[src/rtl/ctx_rsp_dispatcher.sv]
// ctx_rsp_dispatcher: routes tagged context responses from the key QPC data
// stage into per-channel response FIFOs (CEU, DBP, WP, RTC, RRC, EE, FE).
// Per-channel outstanding counters, kept from the issue handshake, let
// responses with no matching request be dropped and flagged.
// Optional feature: define CTX_RSP_DBG_EN to add the 64-bit debug bus
// wv_dbg_bus_rsp.
module ctx_rsp_dispatcher #(
  parameter int unsigned DATA_W = 256,
  parameter int unsigned CNT_W  = 4
) (
  input  logic              clk,
  input  logic              rst,
  input  logic              issue_valid,
  input  logic [7:0]        issue_channel,
  input  logic              rsp_valid,
  input  logic [6:0]        rsp_channel,
  input  logic [DATA_W-1:0] rsp_data,
  output logic              rsp_ready,
  input  logic [6:0]        ch_rsp_prog_full,
  output logic [6:0]        ch_rsp_wr_en,
  output logic [DATA_W-1:0] ch_rsp_data,
  output logic [6:0]        outstanding_nz,
  output logic              err_unexpected,
  output logic [6:0]        err_chan
`ifdef CTX_RSP_DBG_EN
  ,
  output logic [63:0]       wv_dbg_bus_rsp
`endif
);

  typedef enum logic {StIdle, StSend} state_t;

  state_t            state_q;
  logic [6:0]        target_q;
  logic [DATA_W-1:0] data_q;
  logic [CNT_W-1:0]  cnt_q [7];
  logic              err_q;
  logic [6:0]        err_chan_q;

  logic [6:0] nz;
  logic [6:0] issue_hit;
  logic [6:0] ovf;
  logic       wr_any;
  logic       accept;
  logic       one_hot;
  logic       legal;
  logic       drop;

  // Per-channel nonzero flags and counter-overflow detection.
  always_comb begin
    nz  = '0;
    ovf = '0;
    for (int i = 0; i < 7; i++) begin
      nz[i]  = (cnt_q[i] != '0);
      ovf[i] = issue_hit[i] & ~ch_rsp_wr_en[i] & (cnt_q[i] == '1);
    end
  end

  assign issue_hit    = (issue_valid && issue_channel[7]) ? issue_channel[6:0] : 7'd0;
  assign ch_rsp_wr_en = (state_q == StSend) ? (target_q & ~ch_rsp_prog_full) : 7'd0;
  assign wr_any       = |ch_rsp_wr_en;
  // A new response can enter only when the holding register is empty or draining now.
  assign rsp_ready    = (state_q == StIdle) | wr_any;
  assign accept       = rsp_valid & rsp_ready;
  assign one_hot      = (rsp_channel != 7'd0) && ((rsp_channel & (rsp_channel - 7'd1)) == 7'd0);
  // Legality uses the counters as they stand before this cycle's updates.
  assign legal        = one_hot && (|(rsp_channel & nz));
  assign drop         = accept & ~legal;

  assign ch_rsp_data    = data_q;
  assign outstanding_nz = nz;
  assign err_unexpected = err_q;
  assign err_chan       = err_chan_q;

  // FSM and holding register: load on legal accept, release after the write.
  always_ff @(posedge clk or posedge rst) begin
    if (rst) begin
      state_q  <= StIdle;
      target_q <= '0;
      data_q   <= '0;
    end else if (accept && legal) begin
      state_q  <= StSend;
      target_q <= rsp_channel;
      data_q   <= rsp_data;
    end else if (accept || (state_q == StSend && wr_any)) begin
      state_q <= StIdle;
    end
  end

  // Outstanding counters: issue increments, FIFO write decrements, both cancel.
  always_ff @(posedge clk or posedge rst) begin
    if (rst) begin
      for (int i = 0; i < 7; i++) cnt_q[i] <= '0;
    end else begin
      for (int i = 0; i < 7; i++) begin
        if (issue_hit[i] && !ch_rsp_wr_en[i] && cnt_q[i] != '1) begin
          cnt_q[i] <= cnt_q[i] + CNT_W'(1);
        end else if (ch_rsp_wr_en[i] && !issue_hit[i] && cnt_q[i] != '0) begin
          cnt_q[i] <= cnt_q[i] - CNT_W'(1);
        end
      end
    end
  end

  // Sticky error flag; err_chan records only the first offending event.
  always_ff @(posedge clk or posedge rst) begin
    if (rst) begin
      err_q      <= 1'b0;
      err_chan_q <= '0;
    end else if (!err_q && (drop || (|ovf))) begin
      err_q      <= 1'b1;
      err_chan_q <= drop ? rsp_channel : issue_channel[6:0];
    end
  end

`ifdef CTX_RSP_DBG_EN
  // The listed fields total 62 bits; the top two bits read as zero.
  assign wv_dbg_bus_rsp = 64'({2'b00, (state_q == StSend), target_q, nz, err_q, err_chan_q,
                               rsp_ready, ch_rsp_wr_en, ch_rsp_prog_full,
                               cnt_q[0][3:0], cnt_q[1][3:0], 16'b0});
`endif

endmodule

[config.mk]
export PLATFORM = sky130hd
export DESIGN_NAME = ctx_rsp_dispatcher
export DESIGN_NICKNAME = d
export VERILOG_FILES = /design/src/rtl/ctx_rsp_dispatcher.sv
export SDC_FILE = /design/constraint.sdc
export NUM_CORES = 1
export LEC_CHECK = 0
export BUFFER_PORTS_ARGS = -buffer_cell sky130_fd_sc_hd__buf_4
export CAP_MARGIN = 20
export CORE_AREA = 2 2 217 219
export DETAILED_ROUTE_END_ITERATION = 10
export DIE_AREA = 0 0 219 221
export PLACE_DENSITY_LB_ADDON = 0.08
export SYNTH_ARGS = -nofsm -noshare
export SYNTH_HDL_FRONTEND = slang
export SYNTH_SLANG_ARGS = --single-unit
[constraint.sdc]
create_clock -name clk -period 26 [get_ports clk]
set_clock_uncertainty 0.1 [all_clocks]
set_input_delay 0 -clock clk [delete_from_list [all_inputs] [get_ports clk]]
set_output_delay 0 -clock clk [all_outputs]
set_load 0.01 [all_outputs]
==> results of run 1 <==
-- cell type report --
class                           instances  area [sq um]  area share
Antenna cell                            1          2.50    0.000114
Clock buffer                           58          1140      0.0518
Clock inverter                          9          83.8     0.00381
Inverter                               10          45.0     0.00205
Multi-Input combinational cell        458          5250       0.239
Sequential cell                       300          7510       0.342
Tap cell                              607           759      0.0346
Timing Repair Buffer                  857          7190       0.327
-- synth_stat cells (2+ instances only) --
library cell | instances | area share
sky130_fd_sc_hd__dfrtp_1 | 300 | 0.56
sky130_fd_sc_hd__mux2_4 | 200 | 0.23
sky130_fd_sc_hd__mux2_1 | 59 | 0.050
sky130_fd_sc_hd__buf_12 | 22 | 0.033
sky130_fd_sc_hd__xor2_1 | 15 | 0.0099
sky130_fd_sc_hd__a21oi_1 | 14 | 0.0053
sky130_fd_sc_hd__ha_1 | 14 | 0.013
sky130_fd_sc_hd__nand2_1 | 14 | 0.0039
sky130_fd_sc_hd__nand3_1 | 14 | 0.0053
sky130_fd_sc_hd__mux2_2 | 12 | 0.010
sky130_fd_sc_hd__nor2_1 | 12 | 0.0034
sky130_fd_sc_hd__inv_1 | 10 | 0.0028
sky130_fd_sc_hd__a211oi_1 | 8 | 0.0045
sky130_fd_sc_hd__a21o_1 | 8 | 0.0045
sky130_fd_sc_hd__mux2i_1 | 8 | 0.0060
sky130_fd_sc_hd__or4_1 | 8 | 0.0045
sky130_fd_sc_hd__a31oi_1 | 7 | 0.0033
sky130_fd_sc_hd__buf_6 | 7 | 0.0059
sky130_fd_sc_hd__fa_1 | 7 | 0.011
sky130_fd_sc_hd__o22a_1 | 7 | 0.0046
sky130_fd_sc_hd__and3b_1 | 6 | 0.0039
sky130_fd_sc_hd__nor3_1 | 6 | 0.0023
sky130_fd_sc_hd__xnor2_1 | 6 | 0.0039
sky130_fd_sc_hd__nand4_1 | 4 | 0.0019
sky130_fd_sc_hd__or3_1 | 4 | 0.0019
sky130_fd_sc_hd__and4_1 | 3 | 0.0020
sky130_fd_sc_hd__clkbuf_1 | 3 | 0.00084
sky130_fd_sc_hd__a22oi_1 | 2 | 0.0011
sky130_fd_sc_hd__nand2b_1 | 2 | 0.00094
sky130_fd_sc_hd__o21ai_0 | 2 | 0.00075
-- state kept, by name, indices dropped and copies added (netlist names) --
register	flops
err_chan	7
target_q	7
ch_rsp_data	256
err_unexpected	1
cnt_q	28
state_q	1
-- how the worst max path moves through the flow --
stage,start,endpoint,cells past startpoint
3_5_place_dp,cnt_q[24]$_DFFE_PP0P_,ch_rsp_data[247]$_DFFE_PP0P_,6
5_1_grt,cnt_q[8]$_DFFE_PP0P_,ch_rsp_data[252]$_DFFE_PP0P_,6
6_report,cnt_q[24]$_DFFE_PP0P_,ch_rsp_data[119]$_DFFE_PP0P_,6
2_1_floorplan,rst,ch_rsp_data[0]$_DFFE_PP0P_,1
4_1_cts,cnt_q[8]$_DFFE_PP0P_,ch_rsp_data[247]$_DFFE_PP0P_,6
3_3_place_gp,cnt_q[24]$_DFFE_PP0P_,ch_rsp_data[253]$_DFFE_PP0P_,6
-- metal layers --
metal	global-route usage	wire (microns)
met5	0	0
met4	0.0475	851
met3	0.0580	3500
met2	0.315	22700
met1	0.207	17200
-- report_power, final --
part / leakage [nW] / internal, mW / total [mW] / switching [mW]
Sequential: 3.84 / 0.594 / 0.683 / 0.0889
Clock: 0.588 / 0.311 / 0.517 / 0.206
Combinational: 7.02 / 0.349 / 0.571 / 0.222
Total: 11.5 / 1.25 / 1.77 / 0.517
-- timing repair --
action,CTS,global route
hold endpoints to repair,403,0
setup buffers,0,0
hold buffers,292,0
-- cell usage in the layout (no fill, tap or decap), types with 2 or more instances in the layout --
cell type and n:
sky130_fd_sc_hd__dfrtp_1 300, sky130_fd_sc_hd__nand4_1 4, sky130_fd_sc_hd__a21oi_1 14, sky130_fd_sc_hd__and3b_1 6, sky130_fd_sc_hd__nand3_1 14, sky130_fd_sc_hd__clkinv_2 3, sky130_fd_sc_hd__or4_1 8, sky130_fd_sc_hd__clkbuf_8 9
sky130_fd_sc_hd__inv_1 9, sky130_fd_sc_hd__fa_1 7, sky130_fd_sc_hd__clkinvlp_4 4, sky130_fd_sc_hd__mux2i_1 8, sky130_fd_sc_hd__clkbuf_1 10, sky130_fd_sc_hd__a211oi_1 8, sky130_fd_sc_hd__o22a_1 7, sky130_fd_sc_hd__or3_1 4
sky130_fd_sc_hd__a31oi_1 7, sky130_fd_sc_hd__nor3_1 6, sky130_fd_sc_hd__nand2b_1 2, sky130_fd_sc_hd__clkbuf_16 39, sky130_fd_sc_hd__a21o_1 8, sky130_fd_sc_hd__xnor2_1 6, sky130_fd_sc_hd__dlygate4sd3_1 292, sky130_fd_sc_hd__buf_4 563
sky130_fd_sc_hd__xor2_1 15, sky130_fd_sc_hd__buf_12 2, sky130_fd_sc_hd__mux2_1 59, sky130_fd_sc_hd__ha_1 14, sky130_fd_sc_hd__mux2_2 12, sky130_fd_sc_hd__a22oi_1 2, sky130_fd_sc_hd__and4_1 3, sky130_fd_sc_hd__o21ai_0 2
sky130_fd_sc_hd__mux2_4 200, sky130_fd_sc_hd__nor2_1 12, sky130_fd_sc_hd__nand2_1 14
-- cell families (layout without fill, tap and decap cells) --
| group | Yosys count | count (layout) | share of synthesized area |
|---|---|---|---|
| muxes | 279 | 279 | 0.291 |
| buffers and inverters | 44 | 934 | 0.0432 |
| and+or+nand+nor | 82 | 82 | 0.0360 |
| DFF | 300 | 300 | 0.563 |
| other | 0 | 1 | 0 |
| AOI/OAI and AO/OA | 55 | 55 | 0.0293 |
| adders and majority gates | 21 | 21 | 0.0236 |
| xor gates and xnor gates | 21 | 21 | 0.0138 |
-- critical path, cell delays in order, from the launching register on --
cell	delay [ns]
sky130_fd_sc_hd__dfrtp_1	0.45
sky130_fd_sc_hd__or4_4	0.59
sky130_fd_sc_hd__a222oi_1	0.41
sky130_fd_sc_hd__nand3_2	0.28
sky130_fd_sc_hd__nand4_4	0.39
sky130_fd_sc_hd__buf_12	0.70
sky130_fd_sc_hd__mux2_4	0.36
-- through the flow --
stage	hold WS [ns]	worst slack (ns)	utilization	cells	power, mW
floorplan	0.0317	17.61	-	802	0.944
global placement	0.115	22.42	0.387	1940	1.22
detailed placement	0.118	22.40	0.387	1940	1.22
CTS	0.000914	22.39	0.477	2299	1.80
global route	0.0391	22.19	0.477	2300	1.87
finish	0.0393	22.36	0.477	2300	1.77
==> results.json, run 1 <==
{
  "status": "complete, no violations",
  "synthesis.area_sq_um": 13300,
  "grt_use_total": 0.179,
  "routabilityCongestion": 0.781,
  "post_synthesis_register_bit_count": 300,
  "final_layout_size_suffix_gt1_frac": 0.497,
  "r2r-start": "cnt_q[24]$_DFFE_PP0P_",
  "cts-resized-gates": 0,
  "worstSetupEndpointType": "register",
  "grt_pass1_wl_mm": 66.0,
  "maxSlewHeadroom": 0.258,
  "crit_fanout": 130,
  "area.growth.synth_to_final_pct": 64.8,
  "cts_tree": "yes",
  "port_buffers": 560,
  "syn-mean-instance-area_sq_um": 16.6,
  "fin_setup_tns_ns": 0,
  "routed-via-count": 9939,
  "first_global_vias": 10574,
  "floorplan.die_area_sq_um": 48400,
  "yosys_most_used_dff": "sky130_fd_sc_hd__dfrtp_1",
  "min_period_ns": 3.64,
  "ioPinCount": 561,
  "cp.required_ns": 26.32,
  "ctsLongestPathBuffers": 3,
  "initial_utilization": 0.290,
  "setup.worst_path.start_class": "register",
  "seq_area_frac_synth": 0.563,
  "vias_per_cell": 4.32,
  "nNetsFinal": 1967,
  "worst_pin_slew_ns": 1.11,
  "hold_viol": 0,
  "cts_max_level": 2,
  "grt_max_degree": 131,
  "power_density_nw_per_um2": 80.5,
  "reg2reg_setup_slack_ns": 22.36,
  "n_fill_cell": 4185,
  "rsz0062_at_grt": "false",
  "first_pass_iteration_count_of_the_detailed_router": 4,
  "num_rows": 79,
  "hold_path_class": "in2reg",
  "maxCapViolations": 0,
  "power.ir.vdd_worst_uv": 47.3,
  "synth_warnings": 0,
  "synth_async_sr_flop_share": 1.00,
  "hp-start": "ch_rsp_prog_full[3]",
  "wire_per_inst_microns": 19.2,
  "critical_path_arrival_ns": 3.97,
  "core-area_sq_um": 46100,
  "postSynthNetCount": 1105,
  "drt_drc_violations_left": 0,
  "clock_sinks": 300,
  "total_leakage_power_nw": 11.5,
  "synth_enable_flop_cells": 0,
  "clock.fmax_mhz": 274,
  "post-route-period-util": 0.140,
  "die_width_microns": 219,
  "worstReg2RegEnd": "ch_rsp_data[119]$_DFFE_PP0P_",
  "hold_end": "cnt_q[15]$_DFFE_PP0P_",
  "ff2ff_path_depth": 6,
  "hold_depth": 5,
  "finalSetupViolCount": 0,
  "ant_nets": 0,
  "clk_latency_ns": 0.53,
  "die_height_microns": 221,
  "drv_slew": 0,
  "grt_antenna_before_repair": 1,
  "totalWireLength_mm": 44.2,
  "cts_root_buf": "sky130_fd_sc_hd__clkbuf_16",
  "postLayoutCellArea_sq_um": 22000,
  "instance_area_after_placement_sq_um": 17800,
  "synth_instances": 802,
  "drtIter0Drc": 442,
  "clk_transition_reported_paths_ns": 0.06,
  "count_of_different_cell_masters_after_synthesis": 48,
  "grt_overflow": 0,
  "timing.setup.critical_path_class": "reg2reg",
  "cts_made_buffers": 37,
  "detail_placement_hpwl_mm": 31.9
}
Power figures use the tool's default switching activity.
==> inputs of run 2 (changes only) <==
Settings changed: CORE_AREA 2 2 217 219 to 2 2 218 220, DIE_AREA 0 0 219 221 to 0 0 220 222.
Clock period 26 ns to 3.2 ns, I/O delays scaled along.
==> run 2 against run 1 <==
The run now ends with negative hold slack left. Critical path depth rose by 1. Sequential power grew to 8.2 times the previous value. Clock power grew to 8.1 times the previous value. Worst hold slack lost 0.044 ns. Critical path type unchanged. Largest power group unchanged.
==> results.json, run 2 (same netlist as run 1, synthesis figures left out) <==
{
  "global_route.usage.met1": 0.216,
  "drt_drc_violations_left": 0,
  "crit_fanout": 13,
  "cts_made_buffers": 37,
  "ioPinCount": 561,
  "detail_placement_hpwl_mm": 33.1,
  "crit_buf_inv": 2,
  "cp.required_ns": 3.51,
  "grt_util_met2": 0.313,
  "critical_path_arrival_ns": 3.35,
  "grt_use_met3": 0.0487,
  "cts_root_buf": "sky130_fd_sc_hd__clkbuf_16",
  "core-area_sq_um": 46300,
  "timing.setup.critical_path_class": "reg2reg",
  "postLayoutSetupSlackWorst_ns": 0.157,
  "n_fill_cell": 4123,
  "hold_viol": 1,
  "drv_slew": 0,
  "final-instance-count-excl-fill": 2331,
  "worst_pin_slew_ns": 0.770,
  "area.growth.synth_to_final_pct": 68.0,
  "pre_cts_ws_ns": 0.323,
  "maxSlewHeadroom": 0.486,
  "most_common_library_cell_in_the_layout_ignoring_fill_and_taps": "sky130_fd_sc_hd__buf_4",
  "clock_sinks": 300,
  "grt_use_total": 0.179,
  "grt_pass1_wl_mm": 66.8,
  "min_period_ns": 3.04,
  "total_leakage_power_nw": 11.7,
  "worst_path_dominant_cell_family": "simple AND/OR/NAND/NOR gates",
  "area_occupied_by_multi_input_gates_sq_um": 5260,
  "post-route-period-util": 0.951,
  "ant_nets": 0,
  "rsz0062_at_grt": "false",
  "postLayoutCellArea_sq_um": 22400,
  "grt_overflow": 0,
  "startpoint_of_the_worst_setup_timing_path": "state_q$_DFFE_PP0P_",
  "totalWireLength_mm": 45.4,
  "cts_tree": "yes",
  "drtIter0Drc": 366,
  "die_height_microns": 222,
  "first_pass_iteration_count_of_the_detailed_router": 4,
  "port_buffers": 560,
  "vias_per_cell": 4.31,
  "r2r-start": "state_q$_DFFE_PP0P_",
  "hp-start": "ch_rsp_prog_full[3]",
  "cts_max_level": 2,
  "finalSetupViolCount": 0,
  "status": "complete, but fails checks",
  "wire_per_inst_microns": 19.5,
  "first_global_vias": 10792,
  "fin_hold_ws_ns": -0.00439,
  "most_frequent_cells_in_the_layout": "580 x sky130_fd_sc_hd__buf_4, 299 x sky130_fd_sc_hd__dfrtp_1, 292 x sky130_fd_sc_hd__dlygate4sd3_1",
  "clock.fmax_mhz": 329,
  "die_width_microns": 220,
  "ctsLongestPathBuffers": 3,
  "floorplan.die_area_sq_um": 48800,
  "failed_checks": "negative hold slack",
  "power.ir.vdd_worst_uv": 421,
  "clk_latency_ns": 0.53,
  "cp_slowest_stage_delay_ns": 0.58,
  "largest_reg_flops": 256,
  "placed_cells_incl_taps": 1961,
  "grt_antenna_before_repair": 1,
  "setup.worst_path.start_class": "register",
  "final_layout_size_suffix_gt1_frac": 0.509,
  "initial_utilization": 0.288,
  "final-seq-area_sq_um": 7510,
  "nNetsFinal": 1998,
  "routabilityCongestion": 0.799,
  "critical-path-slowest-cell": "sky130_fd_sc_hd__or4_4",
  "hold_path_class": "in2reg",
  "power_density_nw_per_um2": 645,
  "globalRoute.busiestLayer": "met2",
  "worstSetupEndpointType": "register",
  "grt_max_degree": 74,
  "num_rows": 79,
  "crit_chain": "and3b_1 -> or2_1 -> or4_4 -> nand4_4 -> buf_12 -> mux2_1 -> dlygate4sd3_1",
  "clk_transition_reported_paths_ns": 0.06,
  "instance_area_after_placement_sq_um": 18100,
  "routed-via-count": 10039,
  "maxCapViolations": 0
}
==> run 2: cell count changes in the layout (fill, tap and decap cells not counted), moves of 2 or more <==
cell	change
sky130_fd_sc_hd__or4_1	-2
sky130_fd_sc_hd__clkinv_2	+4
sky130_fd_sc_hd__or4_4	+2
sky130_fd_sc_hd__buf_4	+17
sky130_fd_sc_hd__clkbuf_8	+2
sky130_fd_sc_hd__buf_12	+12
sky130_fd_sc_hd__clkinvlp_4	-3
sky130_fd_sc_hd__clkbuf_1	-2
==> run 2: area by class of cell <==
cell class	count	area share
clock buffers	57	0.0505
flip-flops and latches	300	0.335
repair buffers	888	0.340
diodes	1	0.000112
inverters	10	0.00184
well taps	607	0.0339
multi-input cells	458	0.235
clock inverters	10	0.00402
==> run 2: per-stage QoR <==
step / hold slack [ns] / util / power [mW] / setup TNS [ns]
finish: -0.00439 / 0.484 / 14.4 / 0
CTS: 0.00122 / 0.482 / 14.7 / 0
detailed placement: 0.0876 / 0.392 / 9.98 / 0
global placement: 0.0803 / 0.392 / 9.96 / 0
floorplan: 0.0317 / - / 7.67 / -266.12
global route: 0.0122 / 0.484 / 15.3 / 0
==> run 2: report_power, final <==
| group | internal (mW) | switching, mW |
|---|---|---|
| Sequential | 4.83 | 0.745 |
| Combinational | 2.87 | 1.82 |
| Clock | 2.52 | 1.66 |
| Total | 10.2 | 4.23 |
==> run 2: worst paths after layout <==
path,end,slack [ns],cells past startpoint
min,state_q$_DFFE_PP0P_,-0.004,5
max reg2reg,ch_rsp_data[249]$_DFFE_PP0P_,0.16,7
max in group asynchronous,cnt_q[24]$_DFFE_PP0P_,2.04,4
max,ch_rsp_data[249]$_DFFE_PP0P_,0.16,7
min reg2reg,target_q[5]$_DFFE_PP0P_,0.38,1
min in group asynchronous,ch_rsp_data[58]$_DFFE_PP0P_,0.06,3
==> run 2: tightest hold or removal path: stages <==
cell and delay [ns]:
sky130_fd_sc_hd__buf_4 0.12, sky130_fd_sc_hd__nand2b_1 0.14, sky130_fd_sc_hd__nand3b_1 0.12, sky130_fd_sc_hd__or4_4 0.16, sky130_fd_sc_hd__nand2_1 0.05
==> run 2: timing repair <==
| action | 4_1_cts | 5_1_grt |
|---|---|---|
| hold buffers | 292 | 0 |
| buffers inserted | 0 | 8 |
| setup endpoints to repair | 0 | 17 |
| gates resized for setup | 0 | 3 |
| hold endpoints to repair | 320 | 0 |
==> run 2: per-layer routing <==
metal / wire [microns] / part of all wire
met1: 18700 / 0.41
met2: 22900 / 0.50
met3: 3040 / 0.067
met4: 753 / 0.017
met5: 0 / 0
